<file path="src/rtl/msg_fifo_pkg.sv">
// Shared GF(8) definitions for the message pipelines (check-node <-> variable-node).
// Latency: n/a (types and constants only).
// Backpressure: n/a.
// Contents: word/address widths and the symbol-pair view of a 6-bit message word.
package msg_fifo_pkg;

    localparam int GF8_DW = 6;   // message word width
    localparam int GF8_AW = 3;   // message store address width (depth 8)

    // A message word carries two GF(8) symbols; the FIFO moves them opaquely.
    typedef struct packed {
        logic [2:0] sym_hi;      // bits [5:3]
        logic [2:0] sym_lo;      // bits [2:0]
    } gf8_pair_t;

endpackage

</file>
<file path="src/rtl/msg_fifo_bram.sv">
// Simple dual-port RAM, 2**AW x DW, one write port, one registered-address read port.
// Latency: Dout = mem[Raddr sampled at the previous edge]; writes land at the edge.
// Backpressure: none, accepts a write and a read address every cycle.
// Ports: Clk; We/Waddr/Din write side; Raddr/Dout read side. Contents are never reset.
module bram #(
    parameter int DW = 6,
    parameter int AW = 3
) (
    input  logic          Clk,
    input  logic          We,
    input  logic [AW-1:0] Waddr,
    input  logic [DW-1:0] Din,
    input  logic [AW-1:0] Raddr,
    output logic [DW-1:0] Dout
);

    logic [DW-1:0] mem_q [2**AW];
    logic [AW-1:0] raddr_q;

    always_ff @(posedge Clk) begin
        if (We) begin
            mem_q[Waddr] <= Din;
        end
        raddr_q <= Raddr;
    end

    assign Dout = mem_q[raddr_q];

endmodule

</file>
<file path="src/rtl/msg_fifo.sv">
// Stream FIFO for GF(8) message words: bram store plus a two-entry output skid.
// Latency: a word pushed into an empty FIFO is presented two edges later; 1 word/clk sustained.
// Backpressure: In_ready = store not full; Out_valid/Out_data hold until Out_ready.
// Ports: Clk, Rst_n (async, active low); In_valid/In_ready/In_data producer side;
//        Out_valid/Out_ready/Out_data consumer side; Count = words held (0..10).
module msg_fifo
    import msg_fifo_pkg::*;
#(
    parameter int DW = GF8_DW,
    parameter int AW = GF8_AW
) (
    input  logic          Clk,
    input  logic          Rst_n,
    input  logic          In_valid,
    output logic          In_ready,
    input  logic [DW-1:0] In_data,
    output logic          Out_valid,
    input  logic          Out_ready,
    output logic [DW-1:0] Out_data,
    output logic [3:0]    Count
);

    localparam logic [AW:0] DEPTH_V = {1'b1, {AW{1'b0}}};

    logic [AW:0]   wptr_q, wptr_d;
    logic [AW:0]   rptr_q, rptr_d;
    logic [AW:0]   mem_cnt, mem_cnt_d;
    logic          inflight_q, inflight_d;
    logic          out_v_q, out_v_d;
    logic          skid_v_q, skid_v_d;
    logic [DW-1:0] out_dat_q, out_dat_d;
    logic [DW-1:0] skid_dat_q, skid_dat_d;
    logic [3:0]    count_q, count_d;
    logic          rdy_en_q, rdy_en_d;
    logic [DW-1:0] dout;
    logic          full, empty, push, pop, fetch;
    logic [1:0]    occ;

    assign mem_cnt = wptr_q - rptr_q;
    assign full    = (mem_cnt == DEPTH_V);
    assign empty   = (mem_cnt == '0);

    // rdy_en_q keeps In_ready low during reset and lifts it on the first edge after release.
    assign In_ready = rdy_en_q & ~full;
    assign push     = In_valid & In_ready;
    assign pop      = out_v_q & Out_ready;

    // Words already committed to the output side (in flight, output reg, skid).
    // Fetch only while the output side would still hold fewer than two after this pop,
    // so a returning word always has a register to land in.
    assign occ   = {1'b0, inflight_q} + {1'b0, out_v_q} + {1'b0, skid_v_q};
    assign fetch = ~empty & ((occ - {1'b0, pop}) < 2'd2);

    always_comb begin
        wptr_d     = wptr_q;
        rptr_d     = rptr_q;
        inflight_d = fetch;
        out_v_d    = out_v_q;
        out_dat_d  = out_dat_q;
        skid_v_d   = skid_v_q;
        skid_dat_d = skid_dat_q;
        rdy_en_d   = 1'b1;

        if (push) begin
            wptr_d = wptr_q + 1'b1;
        end
        if (fetch) begin
            rptr_d = rptr_q + 1'b1;
        end

        // The skid is always older than the returning word, so it drains first.
        if (pop) begin
            if (skid_v_q) begin
                out_dat_d = skid_dat_q;
                skid_v_d  = inflight_q;
                if (inflight_q) begin
                    skid_dat_d = dout;
                end
            end else if (inflight_q) begin
                out_dat_d = dout;
            end else begin
                out_v_d = 1'b0;
            end
        end else if (inflight_q) begin
            if (!out_v_q) begin
                out_v_d   = 1'b1;
                out_dat_d = dout;
            end else begin
                skid_v_d   = 1'b1;
                skid_dat_d = dout;
            end
        end

        mem_cnt_d = wptr_d - rptr_d;
        count_d   = 4'(mem_cnt_d) + {3'b0, inflight_d} + {3'b0, out_v_d} + {3'b0, skid_v_d};
    end

    always_ff @(posedge Clk or negedge Rst_n) begin
        if (!Rst_n) begin
            wptr_q     <= '0;
            rptr_q     <= '0;
            inflight_q <= 1'b0;
            out_v_q    <= 1'b0;
            out_dat_q  <= '0;
            skid_v_q   <= 1'b0;
            skid_dat_q <= '0;
            count_q    <= '0;
            rdy_en_q   <= 1'b0;
        end else begin
            wptr_q     <= wptr_d;
            rptr_q     <= rptr_d;
            inflight_q <= inflight_d;
            out_v_q    <= out_v_d;
            out_dat_q  <= out_dat_d;
            skid_v_q   <= skid_v_d;
            skid_dat_q <= skid_dat_d;
            count_q    <= count_d;
            rdy_en_q   <= rdy_en_d;
        end
    end

    bram #(
        .DW(DW),
        .AW(AW)
    ) u_bram (
        .Clk   (Clk),
        .We    (push),
        .Waddr (wptr_q[AW-1:0]),
        .Din   (In_data),
        .Raddr (rptr_q[AW-1:0]),
        .Dout  (dout)
    );

    assign Out_valid = out_v_q;
    assign Out_data  = out_dat_q;
    assign Count     = count_q;

endmodule

</file>
<file path="config.mk">
export PLATFORM = sky130hd
export DESIGN_NAME = msg_fifo
export DESIGN_NICKNAME = d
export VERILOG_FILES = /design/src/rtl/msg_fifo_pkg.sv /design/src/rtl/msg_fifo_bram.sv /design/src/rtl/msg_fifo.sv
export SDC_FILE = /design/constraint.sdc
export NUM_CORES = 1
export LEC_CHECK = 0
export ABC_CLOCK_PERIOD_IN_PS = 5900
export CELL_PAD_IN_SITES_DETAIL_PLACEMENT = 1
export CELL_PAD_IN_SITES_GLOBAL_PLACEMENT = 1
export CORE_ASPECT_RATIO = 0.8
export CORE_MARGIN = 4
export CORE_UTILIZATION = 50
export CTS_CLUSTER_DIAMETER = 40
export DETAILED_ROUTE_END_ITERATION = 12
export PLACE_DENSITY_LB_ADDON = 0.08
export RECOVER_POWER = 25
export SETUP_SLACK_MARGIN = 0.02
export SLEW_MARGIN = 20
export SYNTH_ARGS = -nofsm -noshare
export SYNTH_HDL_FRONTEND = slang
export SYNTH_SLANG_ARGS = --single-unit
</file>
<file path="constraint.sdc">
create_clock -name Clk -period 5.9 [get_ports Clk]
set_input_delay 0.59 -clock Clk [delete_from_list [all_inputs] [get_ports Clk]]
set_output_delay 0.59 -clock Clk [all_outputs]
set_load 0.005 [all_outputs]
</file>
After elaboration in Yosys (flattened, before gate mapping)
Memories as Yosys holds them, arrays and structs flattened. A register that Yosys moved wholly into a read port is not among the register bits.
Index checks and enable logic that the tools add are counted.
{ "word_totals": {"register_bits": 28, "ram_bits": 48, "output_inout_bits": 12, "memories": 1} }
{ "memory_table": {"columns": ["memory", "words", "width", "read_ports", "rd_clocked_by_memory_dff", "wr", "line", "source"], "rows": [
  ["u_bram.mem_q", 8, 6, 1, 1, 1, "msg_fifo_bram.sv:17", "logic [DW-1:0] mem_q [2**AW];"]
]} }
{ "classes": {"addsub": 10, "n_lt_le_gt_ge": 1, "eq_ne": 4, "muxes": 21, "n_bitwise": 6, "reduce_logical": 6} }
{ "op_table": {"columns": ["cell", "n"], "rows": [
  ["$mux 6", 9],
  ["$add 4x1->4", 3],
  ["$mux 1", 10],
  ["$add 4x1->4 const B", 2],
  ["$mux 4", 2],
  ["$sub 4x4->4", 2],
  ["$reduce_bool 2->1", 3],
  ["$and 1x1->1", 4],
  ["$eq 4x4->1 const B", 1],
  ["$logic_not 4->1", 1],
  ["$ne 2x2->1 const B", 2],
  ["$reduce_and 4->1", 1],
  ["$reduce_and 3->1", 1],
  ["$add 1x1->2", 1],
  ["$add 2x1->2", 1],
  ["$lt 2x2->1 const B", 1],
  ["$ne 2x1->1 const B", 1],
  ["$not 1->1", 2],
  ["$sub 2x1->2", 1]
]} }

Depth between registers and ports, before layout
Gate-level depths: netlist (run 1).
{ "logic_depth": {"depth_word": 10, "depth_mapped": 15, "depth_no_buf": 15} }

Hierarchy
A second synthesis (run 1) with hierarchy kept.
{ "unflattened": {"cells_unflattened": 223, "area_unflattened_um2": 3517.1} }
{ "modules_own_cells": {"columns": ["mod", "n_inst", "cells_each", "area_per_inst_um2", "seq_area_each_um2"], "rows": [
  ["bram", 1, 85, 1961.9, 1501.4],
  ["msg_fifo", 1, 138, 1555.2, 700.7]
]} }

Worst setup path before layout (run 1)
Ideal clock, no wire load.
{ "synth_path": {"path_kind": "input -> register", "startpoint": "input Out_ready", "endpoint": "register count_q[3] (netlist: Count[3])", "setup_ps": 134, "t_arrival_ps": 3493, "t_required_ps": 5766, "path_slack_ps": 2273, "path_stages": 15, "cell_sequence": "nand2_1 -> ha_1 -> ha_1 -> a21oi_2 -> xor2_1 -> o21ai_2 -> xnor2_1 -> ha_1 -> inv_1 -> fa_1 -> ha_1 -> a21o_1 -> a21oi_1 -> xnor2_1 -> xnor3_1"} }
{ "synth_via": {"elab_chain_len": 9, "word_cells_on_any_way": 11, "cone_classes": "add/sub: 5; order compare: 1; mux: 3; bitwise: 2"} }
{ "synth_rtl": {"columns": ["item", "line", "source"], "rows": [
  ["from (decl)", "msg_fifo.sv:18", "input logic Out_ready,"],
  ["$and 1x1->1", "msg_fifo.sv:46", "assign pop = out_v_q & Out_ready;"],
  ["$sub 2x1->2", "msg_fifo.sv:52", "assign fetch = ~empty & ((occ - {1'b0, pop}) < 2'd2);"],
  ["$lt 2x2->1", "msg_fifo.sv:52", null],
  ["$and 1x1->1", "msg_fifo.sv:52", null],
  ["$mux 4", "msg_fifo.sv:67", "if (fetch) begin"],
  ["named net rptr_d[0]", "msg_fifo.sv:26", "logic [AW:0] rptr_q, rptr_d;"],
  ["$sub 4x4->4", "msg_fifo.sv:94", "mem_cnt_d = wptr_d - rptr_d;"],
  ["$add 4x1->4 (3 in a row)", "msg_fifo.sv:95", "count_d = 4'(mem_cnt_d) + {3'b0, inflight_d} + {3'b0, out_v_d} + {3'b0, skid_v_d};"],
  ["named net count_d[3]", "msg_fifo.sv:33", "logic [3:0] count_q, count_d;"],
  ["to (signal assigned)", "msg_fifo.sv:117", "count_q <= count_d;"],
  ["to (decl)", "msg_fifo.sv:33", null]
]} }
The timed path passes the listed nets, and every way through them passes these cells.
A chain may end at the register's enable or synchronous reset.

Worst setup path in the final report (run 1)
Same ends and word-level chain as after synthesis.

==> results of run 1 <==
-- worst paths after layout --
path | start | to | slack [ns] | depth (start not counted)
min in group asynchronous | Rst_n | Out_data[5]$_DFFE_PN0P_ | 1.18 | 2
max in group asynchronous | Rst_n | Count[0]$_DFF_PN0_ | 3.81 | 2
worst max-delay path | Out_ready | Count[3]$_DFF_PN0_ | 1.83 | 16
worst max register to register | rptr_q[2]$_DFF_PN0_ | Count[3]$_DFF_PN0_ | 1.89 | 14
worst min register to register | rptr_q[2]$_DFF_PN0_ | flip-flop | 0.48 | 0
worst min-delay path | rptr_q[2]$_DFF_PN0_ | flip-flop | 0.48 | 0
-- state kept, by name, indices dropped and copies added (netlist names), named ones only --
name and count:
rdy_en_q 1, rptr_q 4, inflight_q 1, Out_valid 1
u_bram.mem_q 48, Count 4, wptr_q 4, Out_data 6
skid_v_q 1, skid_dat_q 6
-- cell families after synthesis --
kind of cell | Yosys count | share of synthesized area [%]
xor gates and xnor gates | 16 | 4.71
other | 1 | 0.104
buffers and inverters | 22 | 2.34
and+or+nand+nor | 47 | 7.67
adders and majority gates | 18 | 6.69
DFF | 79 | 61.3
muxes | 22 | 10.5
AOI/OAI and AO/OA | 36 | 6.62
-- layout make-up --
type	count	share of cell area, %
Timing Repair Buffer	22	5.27
Clock buffer	9	3.05
Sequential cell	79	54.3
Inverter	16	1.48
Multi-Input combinational cell	140	32.3
Tap cell	87	2.68
Clock inverter	7	0.987
-- placed cells by master (no fill, tap or decap), types with 2 or more instances in the layout --
master | synthesis | final
a21oi_1 | 10 | 10
a21oi_2 | 2 | 2
and3_1 | 4 | 4
and4b_1 | 2 | 2
and4bb_1 | 2 | 2
clkbuf_8 | 0 | 9
clkdlybuf4s50_1 | 0 | 18
clkinv_1 | 0 | 3
clkinvlp_4 | 0 | 2
dfrtp_1 | 28 | 28
dfxtp_1 | 3 | 3
dlygate4sd3_1 | 0 | 3
edfxtp_1 | 48 | 48
fa_1 | 2 | 2
ha_1 | 16 | 16
inv_1 | 16 | 16
mux2_1 | 2 | 2
mux2i_1 | 7 | 7
mux4_2 | 12 | 12
nand2_1 | 19 | 19
nor2_1 | 8 | 8
o21ai_0 | 3 | 3
o21ai_1 | 12 | 12
xnor2_1 | 9 | 9
xor2_1 | 4 | 4
-- routing by layer --
| layer | GRT usage [%] | up-vias | wire length, um |
|---|---|---|---|
| met1 | 26.5 | 1008 | 3360 |
| li1 | - | 946 | - |
| met2 | 27.0 | 38 | 3240 |
| met3 | 5.26 | 5 | 249 |
| met4 | 3.53 | 0 | 44 |
| met5 | 0 | - | 0 |
-- critical path, delay by kind of cell --
kind                     cells  cell delay (ns)
XOR/XNOR                     4             0.86
AO/OA/AOI/OAI                4             0.71
adder cells (fa/ha/maj)      5             1.46
buffers and inverters        2             0.61
AND/OR/NAND/NOR              1             0.09
-- through the flow --
stage | instances | area, um2 | util, % | hold WS (ns)
2_1_floorplan | 241 | 3590 | - | 0.294
3_3_place_gp | 344 | 3890 | 56.2 | 0.452
3_5_place_dp | 344 | 3890 | 56.2 | 0.471
4_1_cts | 360 | 4060 | 58.6 | 0.489
5_1_grt | 360 | 4060 | 58.6 | 0.497
6_report | 360 | 4060 | 58.6 | 0.480
==> results.py, run 1 <==
metrics = {
    "run_status": {
        "outcome": "complete, but fails checks",
        "violations": "max-capacitance violations, max-slew violations",
    },
    "synthesis": {
        "ys.flop_type": "edfxtp_1",
        "synth_seq_cells": 79,
        "avgSynthCellArea_um2": 14.9,
        "synth_most_common_cell": "edfxtp_1",
        "yosys_warnings": 0,
        "synth.net_count": 269,
        "async_flop_share_pct": 35.4,
        "synth_cells": 241,
        "synth_common_cells": "48 x edfxtp_1, 28 x dfrtp_1, 19 x nand2_1",
        "synth.distinct_cells": 48,
        "synth_area_leaders": "edfxtp_1 40%, dfrtp_1 20%, mux4_2 7.5%",
        "synth-edff-count": 48,
        "ys_seq_area_share_pct": 61.3,
        "yosysTopAreaCell": "edfxtp_1",
        "syn_area_um2": 3590,
        "synth_top_cell_area_share_pct": 40.2,
    },
    "sta": {
        "worstMarginPinSlew_ns": 1.58,
        "fin_setup_tns_ns": 0,
        "slew_violations": 29,
        "finalCritPeriodShare_pct": 69.0,
        "min_period_ns": 4.07,
        "slew_headroom_pct": -5.21,
        "rsz0062_at_grt": "no",
        "finalHoldViolations": 0,
        "postLayoutSetupSlackWorst_ns": 1.83,
        "skew_ns": 0.00486,
        "finalSetupViolCount": 0,
        "fmax_ghz": 0.245,
    },
    "global_route": {
        "antenna_found_initial": 0,
        "grt_usage_pct": 18.0,
        "grt_pass1_wl_um": 11500,
        "first_global_vias": 2153,
        "grt-ovfl-total": 0,
        "grt_start_max_net_pins": 29,
    },
    "cells_and_area": {
        "final_nets": 296,
        "n_antenna_cell": 0,
        "fill_cells": 657,
        "final-seq-area_um2": 2200,
        "multi_input_area_um2": 1310,
        "drive_gt1_share_pct": 13.9,
        "area_growth_pct": 13.0,
    },
    "clocking": {
        "numCtsBuffers": 9,
        "clk_pin_slew_ns": 0.08,
        "cts_tree": "yes",
        "cts_buffer_depth": 2,
        "htreeDepth": 3,
        "insertion_delay_ns": 0.34,
        "hold_buffers": 0,
        "root_buffer": "clkbuf_8",
        "cts_sinks": 79,
        "cts_resized": 0,
        "cts_setup_buffers": 0,
    },
    "floorplan": {
        "core_area_um2": 6930,
        "die_w_um": 103,
        "die_y_um": 83.8,
        "num_rows": 27,
        "io_pins": 22,
        "start_util_pct": 51.8,
        "die_area_um2": 8610,
    },
    "drt": {
        "post-route-drc-count": 0,
        "vias": 1997,
        "drt-pass1-iter-count": 4,
        "ant_nets": 0,
        "first_iter_violations": 65,
        "wl_per_cell_um": 19.2,
        "drt-total-wl_um": 6900,
        "viasPerCell": 5.55,
    },
    "worst_setup_path": {
        "path_class": "in2reg",
        "crit_path_end_kind": "flip-flop",
        "crit_required_ns": 6.12,
        "crit_chain": "clkdlybuf4s50_1, nand2_1, ha_1, ha_1, a21oi_2, xor2_1, o21ai_2, xnor2_1, ha_1, inv_1, fa_1, ha_1, a21o_1, a21oi_1, xnor2_1, xnor3_1",
        "crit_arrival_ns": 4.30,
        "setup.worst_path.start_class": "input port",
        "cp_max_fo": 4,
        "crit_path_frequent_cell": "ha_1",
        "slowest_stage": "clkdlybuf4s50_1",
        "slowest_delay_ns": 0.53,
    },
    "placed_design": {
        "io_buffers": 21,
        "hpwl_um": 4970,
        "dpl_worst_slack_ns": 1.47,
        "gp_congestion": 0.730,
    },
    "flow_run": {
        "maxCapViolCount": 1,
    },
    "min_path": {
        "hold_class": "reg2reg",
    },
}
Power of run 1 is not shown: default switching activity piles up to over one toggle a cycle in this logic, so the estimate is an artifact.
==> inputs of run 2 (changes only) <==
ABC_CLOCK_PERIOD_IN_PS = 4100   (was 5900)
clock period = 4.1 ns   (was 5.9 ns; I/O delays follow)
==> run 2 against run 1 <==
  * The flow still finishes with violations (max-capacitance violations, max-slew violations)
  * Critical path depth down 2
  * Cell area up 2.5%
  * Sequential share of layout area down 1.3 points
  * Clock skew up 0.013 ns
  * Via count up 3.5%
  * Sequential cell count unchanged
  * Non-clock buffer count up 5
  * Final cell count up 1.4%
  * Worst setup slack worse by 1.5 ns
  * First-iteration DRC count up 43%
  * Wire length up 6.6%
==> results.py, run 2 (synthesized netlist as in run 1, its figures left out) <==
metrics = {
    "placed_design": {
        "io_buffers": 21,
        "gp_congestion": 0.766,
        "dpl_worst_slack_ns": -0.0725,
        "hpwl_um": 5160,
        "placed_cell_area_um2": 3930,
    },
    "clocking": {
        "insertion_delay_ns": 0.36,
        "clk_pin_slew_ns": 0.09,
        "numCtsBuffers": 9,
        "cts_tree": "yes",
        "root_buffer": "clkbuf_8",
        "hold_buffers": 0,
        "cts_sinks": 79,
        "htreeDepth": 3,
        "cts_setup_buffers": 0,
        "cts_buffer_depth": 2,
        "cts_resized": 0,
    },
    "cells_and_area": {
        "final_nets": 301,
        "final_common_cell": "edfxtp_1",
        "largest_register_ffs": 48,
        "layout_common_cells": "48 x edfxtp_1, 28 x dfrtp_1, 19 x nand2_1, 17 x clkdlybuf4s50_1",
        "area_growth_pct": 15.8,
        "regMostFlops": "u_bram.mem_q",
        "fill_cells": 648,
        "n_antenna_cell": 0,
        "fin_util_pct": 60.0,
        "drive_gt1_share_pct": 16.5,
        "fin_area_um2": 4160,
    },
    "flow_run": {
        "maxCapViolCount": 1,
    },
    "worst_setup_path": {
        "setup.worst_path.start_class": "flip-flop",
        "reg2reg_depth": 14,
        "crit_required_ns": 4.33,
        "cp_max_fo": 5,
        "path_class": "reg2reg",
        "crit_path_end_kind": "flip-flop",
        "crit_arrival_ns": 4.04,
    },
    "sta": {
        "rsz0062_at_grt": "no",
        "fmax_ghz": 0.262,
        "finalHoldViolations": 0,
        "slew_violations": 29,
        "slew_headroom_pct": -5.61,
        "finalCritPeriodShare_pct": 93.0,
        "min_period_ns": 3.81,
        "finalSetupViolCount": 0,
        "postLayoutSetupSlackWorst_ns": 0.289,
        "worstMarginPinSlew_ns": 1.58,
        "skew_ns": 0.0178,
    },
    "floorplan": {
        "start_util_pct": 51.8,
        "die_y_um": 83.8,
        "io_pins": 22,
        "die_w_um": 103,
        "die_area_um2": 8610,
        "num_rows": 27,
        "core_area_um2": 6930,
    },
    "drt": {
        "post-route-drc-count": 0,
        "drt-total-wl_um": 7350,
        "first_iter_violations": 93,
        "wl_per_cell_um": 20.1,
        "ant_nets": 0,
        "viasPerCell": 5.66,
        "drt-pass1-iter-count": 4,
        "vias": 2066,
    },
    "run_status": {
        "violations": "max-capacitance violations, max-slew violations",
        "outcome": "complete, but fails checks",
    },
    "min_path": {
        "hold_class": "reg2reg",
        "hold_depth": 0,
    },
    "global_route": {
        "grt_usage_pct": 18.8,
        "first_global_vias": 2174,
        "grt_pass1_wl_um": 11900,
        "antenna_found_initial": 0,
        "grt_start_max_net_pins": 29,
        "grt-ovfl-total": 0,
    },
}
-- run 2: changes by cell type in the layout (fill, tap and decap cells not counted), moves of 2 or more --
| cell | delta |
|---|---|
| buf_4 | +5 |
| clkinv_1 | -3 |
| bufinv_16 | +2 |
| clkinvlp_4 | -2 |
| inv_6 | +2 |
-- run 2: worst paths after layout --
kind                                           endpoint           startpoint  slack (ns)
worst max-delay path                 Count[3]$_DFF_PN0_  rptr_q[2]$_DFF_PN0_        0.29
worst min-delay path                          flip-flop  rptr_q[2]$_DFF_PN0_        0.48
worst max register to register       Count[3]$_DFF_PN0_  rptr_q[2]$_DFF_PN0_        0.29
worst min register to register                flip-flop  rptr_q[2]$_DFF_PN0_        0.48
max in group asynchronous           rptr_q[1]$_DFF_PN0_                Rst_n        2.20
min in group asynchronous       Out_data[5]$_DFFE_PN0P_                Rst_n        0.97
-- run 2: per-layer routing --
| layer | GRT usage (%) | wire [um] | vias to the layer above |
|---|---|---|---|
| met5 | 0 | 0 | - |
| met4 | 4.94 | 70 | 0 |
| met3 | 5.26 | 246 | 8 |
| met2 | 28.3 | 3500 | 28 |
| met1 | 27.0 | 3530 | 1075 |
| li1 | - | - | 955 |
-- run 2: layout make-up --
cell class	count	area [um2]	area share, %
repair buffers	27	251	6.05
inverters	16	60.1	1.44
flip-flops and latches	79	2200	53.0
clock inverters	7	103	2.47
well taps	87	109	2.62
multi-input cells	140	1310	31.5
clock buffers	9	124	2.98
-- run 2: metrics by stage --
step / TNS, ns / hold slack, ns / instances
after floorplan: 0 / 0.114 / 241
after global placement: 0 / 0.451 / 349
after detailed placement: -0.0725 / 0.457 / 349
after CTS: 0 / 0.427 / 365
after global routing: 0 / 0.501 / 365
final: 0 / 0.481 / 365
-- run 2: critical path, stage by stage (launching register included) --
cell and delay, ns:
dfrtp_1 0.43, inv_1 0.09, ha_1 0.39, a21oi_1 0.20
nand2_2 0.14, xnor2_2 0.35, a21oi_2 0.12, mux2_1 0.36
ha_1 0.29, ha_1 0.32, ha_1 0.30, a21o_1 0.16
a21oi_1 0.18, xnor2_1 0.14, xnor3_1 0.23
Power of run 2 is left out for the same reason.
